## config.mk

```make
export PLATFORM = sky130hd
export DESIGN_NAME = i2s_codec_master
export DESIGN_NICKNAME = d
export VERILOG_FILES = /design/src/rtl/i2s_codec_master.sv
export SDC_FILE = /design/constraint.sdc
export NUM_CORES = 1
export LEC_CHECK = 0
export ABC_AREA = 1
export CORE_ASPECT_RATIO = 0.9
export CORE_MARGIN = 2
export CORE_UTILIZATION = 55
export CTS_CLUSTER_DIAMETER = 50
export DETAILED_ROUTE_END_ITERATION = 10
export PLACE_DENSITY_LB_ADDON = 0.1
export SYNTH_ARGS = -nofsm -noshare
export SYNTH_HDL_FRONTEND = slang
export SYNTH_SLANG_ARGS = --single-unit
```

## constraint.sdc

```tcl
create_clock -name clk -period 2.65 [get_ports clk]
set_input_delay 0.3975 -clock clk [delete_from_list [all_inputs] [get_ports clk]]
set_output_delay 0.3975 -clock clk [all_outputs]
set_load 0.02 [all_outputs]
```

## src/rtl/i2s_codec_master.sv

```systemverilog
// i2s_codec_master
// Codec end of an I2S link. Generates mclk, sclk and lrck from clk,
// serialises a stereo pair onto sdi and deserialises sdo into a stereo pair.
// Ports:
//   clk, rst         system clock, synchronous active-high reset
//   in_l/in_r/in_vld stereo pair to transmit, accepted when in_vld && in_rdy
//   in_rdy           holding register empty
//   out_l/out_r      pair captured from sdo, qualified by 1-cycle out_vld
//   underrun         1-cycle pulse, a frame started with no pending pair
//   mclk/sclk/lrck   registered master clock, bit clock, word select (1=right)
//   sdi              registered serial data toward the FPGA
//   sdo              serial data from the FPGA
module i2s_codec_master #(
  parameter int DATA_W    = 24,
  parameter int SLOT_BITS = 32,
  parameter int MCLK_HALF = 2,
  parameter int SCLK_HALF = 8
) (
  input  logic              clk,
  input  logic              rst,
  input  logic [DATA_W-1:0] in_l,
  input  logic [DATA_W-1:0] in_r,
  input  logic              in_vld,
  output logic              in_rdy,
  output logic [DATA_W-1:0] out_l,
  output logic [DATA_W-1:0] out_r,
  output logic              out_vld,
  output logic              underrun,
  output logic              mclk,
  output logic              sclk,
  output logic              lrck,
  output logic              sdi,
  input  logic              sdo
);

  localparam int MW = $clog2(MCLK_HALF + 1);
  localparam int SW = $clog2(SCLK_HALF + 1);
  localparam int BW = $clog2(2 * SLOT_BITS);

  localparam logic [MW-1:0] MCLK_LAST  = MW'(MCLK_HALF - 1);
  localparam logic [MW-1:0] MCLK_ONE   = MW'(1);
  localparam logic [SW-1:0] SCLK_LAST  = SW'(SCLK_HALF - 1);
  localparam logic [SW-1:0] SCLK_ONE   = SW'(1);
  localparam logic [BW-1:0] BIT_ZERO   = BW'(0);
  localparam logic [BW-1:0] BIT_ONE    = BW'(1);
  localparam logic [BW-1:0] SLOT_LEN   = BW'(SLOT_BITS);
  localparam logic [BW-1:0] FRAME_LAST = BW'(2 * SLOT_BITS - 1);
  localparam logic [BW-1:0] DATA_LAST  = BW'(DATA_W);

  logic [MW-1:0]     mclk_cnt_r;
  logic              mclk_r;
  logic [SW-1:0]     sclk_cnt_r;
  logic              sclk_r;
  logic [BW-1:0]     bit_cnt_r;
  logic              lrck_r;
  logic              sdi_r;
  logic [DATA_W-1:0] hold_l_r, hold_r_r;
  logic              in_rdy_r;
  logic [DATA_W-1:0] act_l_r, act_r_r;
  logic [DATA_W-1:0] cap_l_r, cap_r_r;
  logic [DATA_W-1:0] out_l_r, out_r_r;
  logic              out_vld_r;
  logic              underrun_r;

  logic              sclk_tick_s, rise_s, fall_s, wrap_s, boundary_s;
  logic [BW-1:0]     bit_nxt_s, cur_pos_s, nxt_pos_s;
  logic              cur_data_s, accept_s, sdi_nxt_s;
  logic [DATA_W-1:0] nxt_word_s, nxt_shift_s;

  // Bit-clock events, slot positions and the next serial output bit
  always_comb begin
    sclk_tick_s = (sclk_cnt_r == SCLK_LAST);
    rise_s      = sclk_tick_s && !sclk_r;
    fall_s      = sclk_tick_s && sclk_r;
    wrap_s      = (bit_cnt_r == FRAME_LAST);
    boundary_s  = fall_s && wrap_s;
    bit_nxt_s   = wrap_s ? BIT_ZERO : bit_cnt_r + BIT_ONE;
    cur_pos_s   = (bit_cnt_r >= SLOT_LEN) ? bit_cnt_r - SLOT_LEN : bit_cnt_r;
    nxt_pos_s   = (bit_nxt_s >= SLOT_LEN) ? bit_nxt_s - SLOT_LEN : bit_nxt_s;
    cur_data_s  = (cur_pos_s >= BIT_ONE) && (cur_pos_s <= DATA_LAST);
    nxt_word_s  = (bit_nxt_s >= SLOT_LEN) ? act_r_r : act_l_r;
    // MSB lands at position 1: shift the wanted bit down to bit 0
    nxt_shift_s = nxt_word_s >> (DATA_LAST - nxt_pos_s);
    if ((nxt_pos_s >= BIT_ONE) && (nxt_pos_s <= DATA_LAST)) begin
      sdi_nxt_s = nxt_shift_s[0];
    end else begin
      sdi_nxt_s = 1'b0;
    end
    accept_s = in_vld && in_rdy_r;
  end

  // Free-running master clock divider
  always_ff @(posedge clk) begin
    if (rst) begin
      mclk_cnt_r <= {MW{1'b0}};
      mclk_r     <= 1'b0;
    end else if (mclk_cnt_r == MCLK_LAST) begin
      mclk_cnt_r <= {MW{1'b0}};
      mclk_r     <= ~mclk_r;
    end else begin
      mclk_cnt_r <= mclk_cnt_r + MCLK_ONE;
    end
  end

  // Bit clock divider; first edge after reset is a rise
  always_ff @(posedge clk) begin
    if (rst) begin
      sclk_cnt_r <= {SW{1'b0}};
      sclk_r     <= 1'b0;
    end else if (sclk_tick_s) begin
      sclk_cnt_r <= {SW{1'b0}};
      sclk_r     <= ~sclk_r;
    end else begin
      sclk_cnt_r <= sclk_cnt_r + SCLK_ONE;
    end
  end

  // Frame bit counter, word select and serial output, all moving on sclk falls
  always_ff @(posedge clk) begin
    if (rst) begin
      bit_cnt_r <= BIT_ZERO;
      lrck_r    <= 1'b0;
      sdi_r     <= 1'b0;
    end else if (fall_s) begin
      bit_cnt_r <= bit_nxt_s;
      lrck_r    <= (bit_nxt_s >= SLOT_LEN);
      sdi_r     <= sdi_nxt_s;
    end
  end

  // Deserialise sdo on sclk rises into the channel selected by lrck
  always_ff @(posedge clk) begin
    if (rst) begin
      cap_l_r <= {DATA_W{1'b0}};
      cap_r_r <= {DATA_W{1'b0}};
    end else if (rise_s && cur_data_s) begin
      if (lrck_r) begin
        cap_r_r <= {cap_r_r[DATA_W-2:0], sdo};
      end else begin
        cap_l_r <= {cap_l_r[DATA_W-2:0], sdo};
      end
    end
  end

  // Input handshake, frame-boundary reload of the active pair and output publication
  always_ff @(posedge clk) begin
    if (rst) begin
      hold_l_r   <= {DATA_W{1'b0}};
      hold_r_r   <= {DATA_W{1'b0}};
      in_rdy_r   <= 1'b1;
      act_l_r    <= {DATA_W{1'b0}};
      act_r_r    <= {DATA_W{1'b0}};
      out_l_r    <= {DATA_W{1'b0}};
      out_r_r    <= {DATA_W{1'b0}};
      out_vld_r  <= 1'b0;
      underrun_r <= 1'b0;
    end else begin
      out_vld_r  <= boundary_s;
      // in_rdy high means the holding register is empty
      underrun_r <= boundary_s && in_rdy_r;
      if (boundary_s) begin
        out_l_r <= cap_l_r;
        out_r_r <= cap_r_r;
      end
      if (boundary_s && !in_rdy_r) begin
        act_l_r  <= hold_l_r;
        act_r_r  <= hold_r_r;
        in_rdy_r <= 1'b1;
      end else begin
        if (boundary_s) begin
          act_l_r <= {DATA_W{1'b0}};
          act_r_r <= {DATA_W{1'b0}};
        end
        // A pair accepted on an empty boundary waits in hold for the next frame
        if (accept_s) begin
          hold_l_r <= in_l;
          hold_r_r <= in_r;
          in_rdy_r <= 1'b0;
        end
      end
    end
  end

  assign in_rdy   = in_rdy_r;
  assign out_l    = out_l_r;
  assign out_r    = out_r_r;
  assign out_vld  = out_vld_r;
  assign underrun = underrun_r;
  assign mclk     = mclk_r;
  assign sclk     = sclk_r;
  assign lrck     = lrck_r;
  assign sdi      = sdi_r;

endmodule
```

==> results of run 1 <==
==> registers in the layout, indices dropped and copies added (netlist names), 24 cells and up <==
signal	count
act_r_r	24
out_r	24
act_l_r	24
hold_r_r	24
cap_l_r	24
hold_l_r	24
cap_r_r	24
out_l	24
==> placed cells by master (no fill, tap or decap) <==
master           count
dfxtp_1            211
a21oi_1            195
o21ai_0            135
nand2_1            123
clkdlybuf4s50_1    105
nand3_1             87
nor2_1              81
inv_1               79
clkbuf_16           23
o21ai_1             13
buf_4               13
inv_2                9
clkinv_2             7
o22ai_1              7
ha_1                 6
clkbuf_8             6
nand2_4              4
nor3_1               4
xor2_1               3
o211ai_1             3
buf_12               3
nor2_4               2
xnor2_1              2
bufinv_16            2
nand3_2              1
nor2_8               1
o21ai_2              1
nand2_2              1
nand3_4              1
or2_1                1
or2_2                1
o311ai_0             1
inv_6                1
clkbuf_1             1
inv_8                1
buf_2                1
==> critical path, cell delays in order (launching register included) <==
cell and delay [ns]:
dfxtp_1 0.39, ha_1 0.25, nand2_4 0.09, inv_2 0.09
nand3_2 0.13, nand2_1 0.16, inv_2 0.08, nor2_4 0.22
nand2_1 0.10, xor2_1 0.25, nand3_1 0.12, nand2_1 0.08
nand2_1 0.05, nand3_1 0.07, nand2_1 0.05
==> final timing paths <==
path                              from                  endpoint  slack, ns  depth (start not counted)
max          bit_cnt_r[1]$_SDFFE_PP0P_          sdi$_SDFFE_PP0P_       0.41                         14
min           mclk_cnt_r[0]$_SDFF_PP0_  mclk_cnt_r[0]$_SDFF_PP0_       0.43                          1
max reg2reg  bit_cnt_r[1]$_SDFFE_PP0P_          sdi$_SDFFE_PP0P_       0.41                         14
min reg2reg   mclk_cnt_r[0]$_SDFF_PP0_  mclk_cnt_r[0]$_SDFF_PP0_       0.43                          1
==> metrics by stage <==
step / util / hold WS (ns) / instance area [sq um] / power [mW]
final: 0.6891 / 0.4346 / 10070 / 6.858
after global placement: 0.6363 / 0.4173 / 9295 / 3.697
after detailed placement: 0.6363 / 0.4247 / 9295 / 3.705
after global routing: 0.6891 / 0.4598 / 10070 / 7.063
after floorplan: - / 0.4043 / 8164 / 3.555
after CTS: 0.6891 / 0.4335 / 10070 / 6.890
==> power breakdown <==
group	internal, mW	total [mW]	switching (mW)
logic	0.154	0.349	0.196
clock network	1.95	3.22	1.27
registers	3.25	3.29	0.0419
total	5.35	6.86	1.51
==> final cells by class <==
cell class	instances	area, sq um
Clock buffer	30	661.9
Tap cell	198	247.7
Timing Repair Buffer	122	1214
Sequential cell	211	4224
Fill cell	1302	4542
Clock inverter	10	110.1
Multi-Input combinational cell	673	3274
Inverter	89	335.3
==> layer usage <==
layer	track usage	part of all wire	wire, microns	up-vias
li1	-	-	-	3645
met1	0.3679	0.49	9614	3271
met2	0.3834	0.44	8541	178
met3	0.03760	0.052	1019	32
met4	0.05914	0.020	401	0
met5	0	0	0	-
==> cell families after synthesis <==
kind of cell             Yosys count  share of synthesized area
adder cells (fa/ha/maj)            6                   0.009195
AND/OR/NAND/NOR                  307                     0.1654
AO/OA/AOI/OAI                    355                     0.2205
XOR/XNOR                           5                   0.005365
flip-flops                       211                     0.5174
buffers and inverters            170                    0.08215
==> metrics list, run 1 <==
- The flow ran to the end, and the final reports show no timing, DRC or antenna violations.
* Endpoint arrival time on the critical path: 2.63 ns
- Average instance area after synthesis: 7.746 sq um
* Most common library cells after synthesis: dfxtp_1, a21oi_1, o21ai_0
- Synthesized Nets: 1112
- Number of top-level pins: 107
- For this run, the leading register cell type out of synthesis is dfxtp_1.
- Cell area after synthesis: 0.008164 sq mm
* Placed cell count: 1293
* Fraction of layout instances using a drive strength above 1: 0.06872
- Ys Warns: 0
- Final Max Slew Viols: 0
- Sort of element at the start of the critical path: register
- Post-CTS timing repair inserted 0 buffers for setup.
* Worst rel slew slack: 0.4381
- Of all nets on the critical path, the largest fanout is 9.
* Period utilization: 0.8446
- Root Buffer: clkbuf_16
- The critical path is of the register to register type.
- Std-Cell Rows: 42
* Initial DRC count: 416
- Routability-driven placement finished with a final weighted congestion of 0.9294.
- The floorplan step defined a die boundary enclosing 0.01584 sq mm.
- Synthesized instance count: 1054
* Unrepaired setup endpoints after global routing: false
* Post-synth EDFFs: 0
- In this run the remaining antenna-violating nets after routing total 0.
- In the final routed layout, each cell accounts on average for 14.69 microns.
* Maximum resistive drop on vdd: 0.0003924 V
- Most area-consuming cells after synthesis: dfxtp_1, a21oi_1, o21ai_0
* Max cap viols: 0
- # resized after CTS: 0
- Number of sinks on the clock net: 211
- Tot GR Track Use: 0.2485
* Slew of the pin with the lowest slew margin: 0.8417 ns
- Setup violations remaining at the end of the flow were counted as 0.
- Grt ovf: 0
- Once routing completed, OpenROAD measured the worst setup slack at 0.4119 ns.
- Synthesis-to-layout area growth: 23.31%
* Core box area: 0.01461 sq mm
- Clock skew after layout: 0.01564 ns
* Non-filler instance count after layout: 1333
- Synthesis-stage register bit count: 211
* Required time of the worst setup path: 3.05 ns
* Hold Path Class: register to register
* Net count, final: 1177
* Power density over the cells: 681.2 mW/mm^2
- Timing analysis after detailed placement gives a worst setup slack of 0.4074 ns.
- The worst setup path is captured at a register.
- CTS built an H-tree with a depth of 1.
* Total via count in the routed design: 7126
- Maximum root-to-sink buffer count: 3
* Insertion delay to the later sink of the worst-skew pair: 0.50 ns
* Number of diodes: 0
* Number of detailed-routing iterations run before antenna repair: 5
* Starting Density: 0.5588
- Average vias per placed instance: 5.346
- Setup total negative slack: 0 ns
- Entering global routing, the biggest net connects 96 pins.
* Number of distinct standard cells referenced by the synthesized netlist: 31
* Hold violation total from the final report: 0
* DR DRC count: 0
- TritonCTS built the clock tree.
* Buffers added on ports: 106
- The number of clock buffers added by TritonCTS is 22.
- The share of synthesized area in the top cell type comes to 0.5174.
- In this run the static leakage power is 3.716 nW.
* Most numerous cell in the Yosys netlist: dfxtp_1
- For this block, the routed nets add up to 19.58 mm of wire.
- Post-synthesis async set-or-reset flop share: 0
- In this run the vertical extent of the chip is 119.6 microns.
- Of all cell types, the one taking the most synthesized area is dfxtp_1.
- Minimum period implied by the final worst setup slack: 2.238 ns
* Wire length of the first global-routing pass: 32.68 mm
- Reg clk slew, reported paths: 0.06 ns
* Half-perimeter wire length after detailed placement: 12.58 mm
- Post-synthesis sequential area ratio: 0.5174
- The die is 132.4 microns wide.
* Number of antenna violations at the first check in global routing: 0
- Fmax: 0.4468 GHz
* Quantity of hold-fixing buffers added after cts: 0
- The number of global-route vias before repair is 6415.
No activity file was read; power rests on OpenSTA's default activity.
==> run 2: changes to the inputs <==
Clock period 2.65 ns to 2.3 ns, I/O delays scaled along.
==> run 2 against run 1 <==
Compared with the run above: die area is the same; register-to-register slack lost 0.22 ns; sequential cell count is the same; critical endpoint unchanged; largest cell class unchanged.
==> metrics list, run 2 (synthesis results as in run 1) <==
* Total power: 7.678 mW (+12%)
- Core box area: 0.01461 sq mm (unchanged)
- Number of sinks on the clock net: 211 (unchanged)
* Net count, final: 1184 (+0.59%)
- The number of vias per cell after detailed routing was 5.224 (-2.3%).
* Worst rel slew slack: 0.6513 (+0.2133)
- Wire length of the first global-routing pass: 32.18 mm (-1.5%)
* Die X-Extent: 132.4 microns (unchanged)
- Maximum root-to-sink buffer count: 3 (unchanged)
- The slowest stage of the critical path belongs to the cell dfxtp_1.
* Total Die Area: 0.01584 sq mm (unchanged)
- The initial core utilization came to 0.5588 (unchanged).
* Power density over the cells: 759.4 mW/mm^2 (+11%)
- The run finished with clean final reports.
- The static leakage came to 3.711 nW (-0.11%).
- The buffering stage count on the worst path with inverters included was 3 (+1).
- The overall routing resource usage came to 0.2426 (-0.005828).
- Half-perimeter wire length after detailed placement: 12.49 mm (-0.75%)
- The tightest min-delay check is of the primary input to register type.
- The register clock-pin slew on the reported worst setup and hold paths came to 0.06 ns (about the same).
- Setup total negative slack: 0 ns (unchanged)
- Final Max Slew Viols: 0 (unchanged)
- Period utilization: 0.9165 (+0.07190)
* Final Wtd Congestion: 0.9072 (-2.4%)
* Endpoint arrival time on the critical path: 2.54 ns (-0.09 ns)
- Most frequent standard cell in the layout excluding fill and tap cells: dfxtp_1
- The total global routing overflow came to 0 (unchanged).
- The starting DRC count in detailed routing is 413 (-0.72%).
- Number of buffers added by the clock tree synthesis step: 22 (unchanged)
- Top library cells by usage in the layout, fill and taps aside: dfxtp_1, a21oi_1, o21ai_0
* CP cell instances: inv_2 -> buf_4 -> nor2_8 -> xor2_1 -> nor2_1 -> nand2_1 -> o21ai_0 -> inv_1 -> nand2_1 -> nand3_1 -> nand2_1
* Synthesis-to-layout area growth: 23.83%
- STA classifies the critical path endpoint as a register.
- Root Buffer: clkbuf_16
- TritonCTS clock tree: built
* Max Fanout on Critical Path: 7 (-2)
- Number of top-level pins: 107 (unchanged)
- Most frequent cell on the critical path: nand2_1
- The minimum period implied by the final worst setup slack came to 2.108 ns (-0.1302 ns).
- Maximum resistive drop on vdd: 0.0006188 V (+58%)
- The data required time of the worst path was 2.74 ns (-0.31 ns).
* Insertion delay to the later sink of the worst-skew pair: 0.49 ns (about the same)
- The worst setup path is launched from a register.
- The H-tree depth reported by CTS was 1 (unchanged).
- The final count of negative-setup-slack endpoints came to 0 (unchanged).
- The fraction of final layout cells sized beyond drive strength 1 was 0.06918 (+0.0004544).
- Max cap viols: 0 (unchanged)
* Fmax: 0.4744 GHz (+6.2%)
- Post-route ant nets: 0 (unchanged)
* Buffers added on ports: 106 (unchanged)
* Maximum number of pins on one net before global-route repair: 111 (+16%)
- The transition time at the pin with the least slew margin is 0.5211 ns (-0.3206 ns).
- Number of detailed-routing iterations run before antenna repair: 5 (unchanged)
* Worst setup path class: register to register
- Setup repair after global routing left no endpoint under its margin.
- Std-Cell Rows: 42 (unchanged)
- Routed WL per cell: 14.27 microns (-2.8%)
- The routed wire length was 19.12 mm (-2.3%).
* Hold violation total from the final report: 0 (unchanged)
- The initial antenna violation count came to 0 (unchanged).
- The height of the chip was 119.6 microns (unchanged).
* Clock skew after layout: 0.007479 ns (-0.008161 ns)
- The antenna diode instance count came to 0 (unchanged).
* Via count of the first global-routing pass: 6446 (+0.48%)
* Top Family by Delay on Critical Path: simple AND/OR/NAND/NOR gates
- Slowest stage delay, CP: 0.42 ns (+0.03 ns)
- The post-route DRC violation count was 0 (unchanged).
- Total via count in the routed design: 7000 (-1.8%)
-- run 2: changes by cell type in the layout (fill, tap and decap cells not counted), moves of 2 or more --
cell,change
buf_4,+5
clkbuf_1,+9
buf_12,+2
clkbuf_8,-6
clkinv_2,-4
-- run 2: area by class of cell --
cell class | instances | area, sq um
Fill cell | 1281 | 4499
Sequential cell | 211 | 4225
Multi-Input combinational cell | 673 | 3294
Timing Repair Buffer | 129 | 1291
Clock buffer | 33 | 613.1
Inverter | 89 | 335.3
Tap cell | 198 | 247.7
Clock inverter | 7 | 102.6
-- run 2: per-layer routing --
layer  global-route usage  wire length, microns  up-vias
li1                     -                     -     3649
met1               0.3635                  9617     3131
met2               0.3679                  8151      188
met3              0.03760                   966       32
met4              0.05914                   385        0
met5                    0                     0        -
-- run 2: worst paths after layout --
check	from	endpoint	slack (ns)	depth (start not counted)
max reg2reg	bit_cnt_r[0]$_SDFFE_PP0P_	sdi$_SDFFE_PP0P_	0.19	11
min reg2reg	mclk_cnt_r[0]$_SDFF_PP0_	mclk_cnt_r[0]$_SDFF_PP0_	0.43	1
max	bit_cnt_r[0]$_SDFFE_PP0P_	sdi$_SDFFE_PP0P_	0.19	11
min	rst	act_l_r[15]$_SDFFE_PP0P_	0.28	3
-- run 2: worst register-to-register path, delay by kind of cell (launching register included) --
family | cells | cell delay (ns)
xor+xnor | 1 | 0.08
simple gates | 6 | 0.88
compound gates | 1 | 0.36
buf+inv | 3 | 0.31
flops | 1 | 0.42
-- run 2: stage by stage --
step	worst slack (ns)	hold WS [ns]	cells	instance area, sq um	utilization
finish	0.1921	0.2760	1340	10110	0.6920
global route	0.01663	0.2893	1340	10110	0.6920
CTS	0.1730	0.2680	1340	10090	0.6906
detailed placement	0.2025	0.4166	1300	9373	0.6416
global placement	0.2334	0.4163	1300	9373	0.6416
floorplan	0.4365	0.4043	1054	8164	-
-- run 2: timing repair --
item                       4_1_cts  5_1_grt
hold buffers                     0        0
gates resized for setup          0        4
setup endpoints to repair        0        2
setup buffers                    0        0
-- run 2: power by group --
group	switching (mW)	internal, mW
logic	0.222	0.178
clock network	1.41	2.09
registers	0.0466	3.74
==> run 3: changes to the inputs <==
Settings changed: ABC_CLOCK_PERIOD_IN_PS set to 2300, CELL_PAD_IN_SITES_DETAIL_PLACEMENT set to 0, CELL_PAD_IN_SITES_GLOBAL_PLACEMENT set to 2, CORE_UTILIZATION 55 to 32, SLEW_MARGIN set to 20.
==> run 3 against run 2 <==
Compared with the run above: combinational power rose by 2%; critical path type unchanged; worst setup slack got worse by 0.023 ns; global-route usage down 7.9 points; non-clock buffer count increased by 4; utilization shrank 28 points; register-to-register slack worse by 0.02 ns; hold slack better by 0.050 ns; critical path depth is 5 higher; via count is 1.2% lower; cell count grew 11%.
==> metrics list, run 3 (synthesis results as in run 1) <==
* Start point of the critical path: bit_cnt_r[1]$_SDFFE_PP0P_
- Sort of element at the start of the critical path: register
- Core occupancy in the finished layout: 0.4144 (-0.2776)
- Hold violation total from the final report: 0 (unchanged)
- Initial DRC count: 407 (-1.5%)
- Final Max Slew Viols: 0 (unchanged)
* Root Buffer: clkbuf_16
- The static leakage is 3.791 nW (+2.2%).
- Critical path destination: sdi$_SDFFE_PP0P_
* Net count, final: 1193 (+0.76%)
- The quantity of I/O buffers inserted on ports came to 106 (unchanged).
- Endpoint kind of the worst setup timing path: register
- Die X-Extent: 172.4 microns (+30%)
- The initial antenna violation count came to 0 (unchanged).
- Max Fanout on Critical Path: 7 (unchanged)
- GRT met3 Usage: 0.02638 (-0.01122)
- The pin count of the biggest net entering global routing is 96 (-14%).
* Top Family by Delay on Critical Path: simple AND/OR/NAND/NOR gates
* Vertical extent of the die: 155.5 microns (+30%)
* Design area: 0.01041 sq mm (+3.0%)
- Fmax: 0.4693 GHz (-1.1%)
- The summed negative setup slack over all endpoints was 0 ns (unchanged).
- The detailed placement HPWL came to 14.77 mm (+18%).
- The worst hold path depth is 3 (unchanged).
- The power share of the combinational group came to 0.050 (-0.002).
- The library cell used most frequently in the layout, excluding fill and tap cells, is dfxtp_1.
* Depth of the worst register-to-register path: 16 (+5)
- Power density over the cells: 786.7 mW/mm^2 (+3.6%)
* Number of sinks on the clock net: 211 (unchanged)
- Insertion delay to the later sink of the worst-skew pair: 0.52 ns (+0.03 ns)
* Synthesis-to-layout area growth: 27.49%
- Met1 capacity usage during global routing: 0.2510 (-0.1125)
- Hold Path Class: primary input to register
- The largest voltage drop on the vdd net was 0.0005368 V (-13%).
- Tot GR Track Use: 0.1639 (-0.07872)
- Proportion of power drawn by flip-flops and latches: 0.463 (-0.030)
* Non-filler instance count after layout: 1493 (+11%)
- Total Die Area: 0.02681 sq mm (+69%)
- The setup skew after layout was 0.009946 ns (+0.002467 ns).
- Wire length of the first global-routing pass: 35.37 mm (+9.9%)
- Worst setup path class: register to register
- Global routing usage on met2: 0.2360 (-0.1319)
* Slew of the pin with the lowest slew margin: 0.5500 ns (+0.02889 ns)
* Fraction of layout instances using a drive strength above 1: 0.08080 (+0.01162)
- Via count of the first global-routing pass: 6514 (+1.1%)
- The fraction of power spent switching nets was 0.2274 (+0.009262).
* Proportion of power drawn by the clock network: 0.487 (+0.032)
- Unrepaired setup endpoints after global routing: false
* Total via count in the routed design: 6918 (-1.2%)
* Final Wtd Congestion: 0.8300 (-8.5%)
* Register-to-Register Setup Slack: 0.17 ns (-0.02 ns)
* Total power: 8.188 mW (+6.6%)
- TritonCTS clock tree: built
- The max-slew headroom at the worst pin is 0.6333 (-0.01797).
- The number of core rows is 55 (+31%).
- CP cell instances: ha_2 -> nand2_4 -> inv_2 -> nand3_2 -> nand2_1 -> nor2_1 -> buf_4 -> or2_1 -> inv_2 -> nand2_1 -> nand2_1 -> nand3_1 -> nand2_1 -> nand2_1 -> nand3_1 -> nand2_1
- Cell at the slowest stage of the critical path: dfxtp_1
* Placed standard-cell area: 0.009559 sq mm (+2.0%)
- H-Tree Level Count: 1 (unchanged)
- The total global routing overflow came to 0 (unchanged).
- The number of vias per cell after detailed routing came to 4.634 (-11%).
* Starting Density: 0.3250 (-0.2338)
- The internal power component came to 6.327 mW (+5.4%).
- Top library cells by usage in the layout, fill and taps aside: dfxtp_1, a21oi_1, o21ai_0
* Reg clk slew, reported paths: 0.06 ns (about the same)
- Critical path buffer and inverter count: 3 (unchanged)
- The count of placed standard cells including taps is 1448 (+11%).
- The data required time of the worst path came to 2.71 ns (-0.03 ns).
- Busiest layer in global routing: met1
- The antenna diode instance count came to 0 (unchanged).
- Switching power total: 1.862 mW (+11%)
* Number of top-level pins: 107 (unchanged)
* Slowest stage delay, CP: 0.40 ns (-0.02 ns)
- Core box area: 0.02512 sq mm (+72%)
- Number of gates on the worst path with buffers counted: 16 (+5)
- Total Wirelength: 21.61 mm (+13%)
* Reg2Reg Launch Point: bit_cnt_r[1]$_SDFFE_PP0P_
* Number of setup violations in the final report: 0 (unchanged)
- DR DRC count: 0 (unchanged)
* Post-route ant nets: 0 (unchanged)
* Destination of the worst register-to-register timing path: sdi$_SDFFE_PP0P_
* Routed WL per cell: 14.47 microns (+1.4%)
* Endpoint arrival time on the critical path: 2.54 ns (about the same)
* Period utilization: 0.9264 (+0.009935)
- The cell that appears most often on the critical path is nand2_1.
- Number of buffers added by the clock tree synthesis step: 27 (+23%)
- The minimum period implied by the final worst setup slack is 2.131 ns (+0.02285 ns).
- Max cap viols: 0 (unchanged)
* Number of detailed-routing iterations run before antenna repair: 4 (-1)
* Maximum root-to-sink buffer count: 3 (unchanged)
- The flow ran to the end, and the final reports show no timing, DRC or antenna violations.
- The post-CTS repair timing setup buffer count was 0 (unchanged).
## run 3: worst reg2reg max path: cells and delay by family (launching register included)
family | cells | cell delay, ns
simple gates | 12 | 1.01
fa+ha+maj | 1 | 0.25
flops | 1 | 0.40
buf+inv | 3 | 0.35
## run 3: power groups by stage
| stage | Combinational, mW | Clock [mW] | Sequential (mW) |
|---|---|---|---|
| after floorplan | 0.236 | 0 | 3.86 |
| after global placement | 0.412 | 0 | 3.87 |
| after detailed placement | 0.413 | 0 | 3.87 |
| after CTS | 0.415 | 4.11 | 3.79 |
| after global routing | 0.469 | 4.28 | 3.80 |
| final | 0.410 | 3.99 | 3.79 |
## run 3: worst min-delay path by stage
stage | startpoint | endpoint
after floorplan | mclk_cnt_r[0]$_SDFF_PP0_ | mclk_cnt_r[0]$_SDFF_PP0_
after detailed placement | mclk_cnt_r[0]$_SDFF_PP0_ | mclk_cnt_r[0]$_SDFF_PP0_
after global routing | rst | mclk$_SDFFE_PP0P_
after global placement | mclk_cnt_r[0]$_SDFF_PP0_ | mclk_cnt_r[0]$_SDFF_PP0_
after CTS | rst | mclk$_SDFFE_PP0P_
final | rst | mclk$_SDFFE_PP0P_
## run 3: what timing repair did
action                     in CTS  in global routing
gates resized for setup         0                  2
setup endpoints to repair       0                  1
hold buffers                    0                  0
## run 3: layout make-up
class	count	area, sq um
clock buffers	32	704.4
clock inverters	13	133.9
fillers	2607	14710
inverters	89	335.3
multi-input cells	673	3286
flip-flops and latches	211	4225
well taps	342	427.9
repair buffers	133	1296
## run 3: metrics by stage
step                worst slack, ns  hold WS (ns)
floorplan                    0.4365        0.4043
global placement             0.1943        0.4179
detailed placement           0.1935        0.4163
CTS                          0.1722        0.3134
global route               0.006095        0.3340
finish                       0.1693        0.3261
## run 3: routing by layer
| layer | share of wire | wire [microns] |
|---|---|---|
| met4 | 0.021 | 446 |
| met3 | 0.034 | 727 |
| met5 | 0 | 0 |
| met1 | 0.54 | 11660 |
| met2 | 0.41 | 8770 |
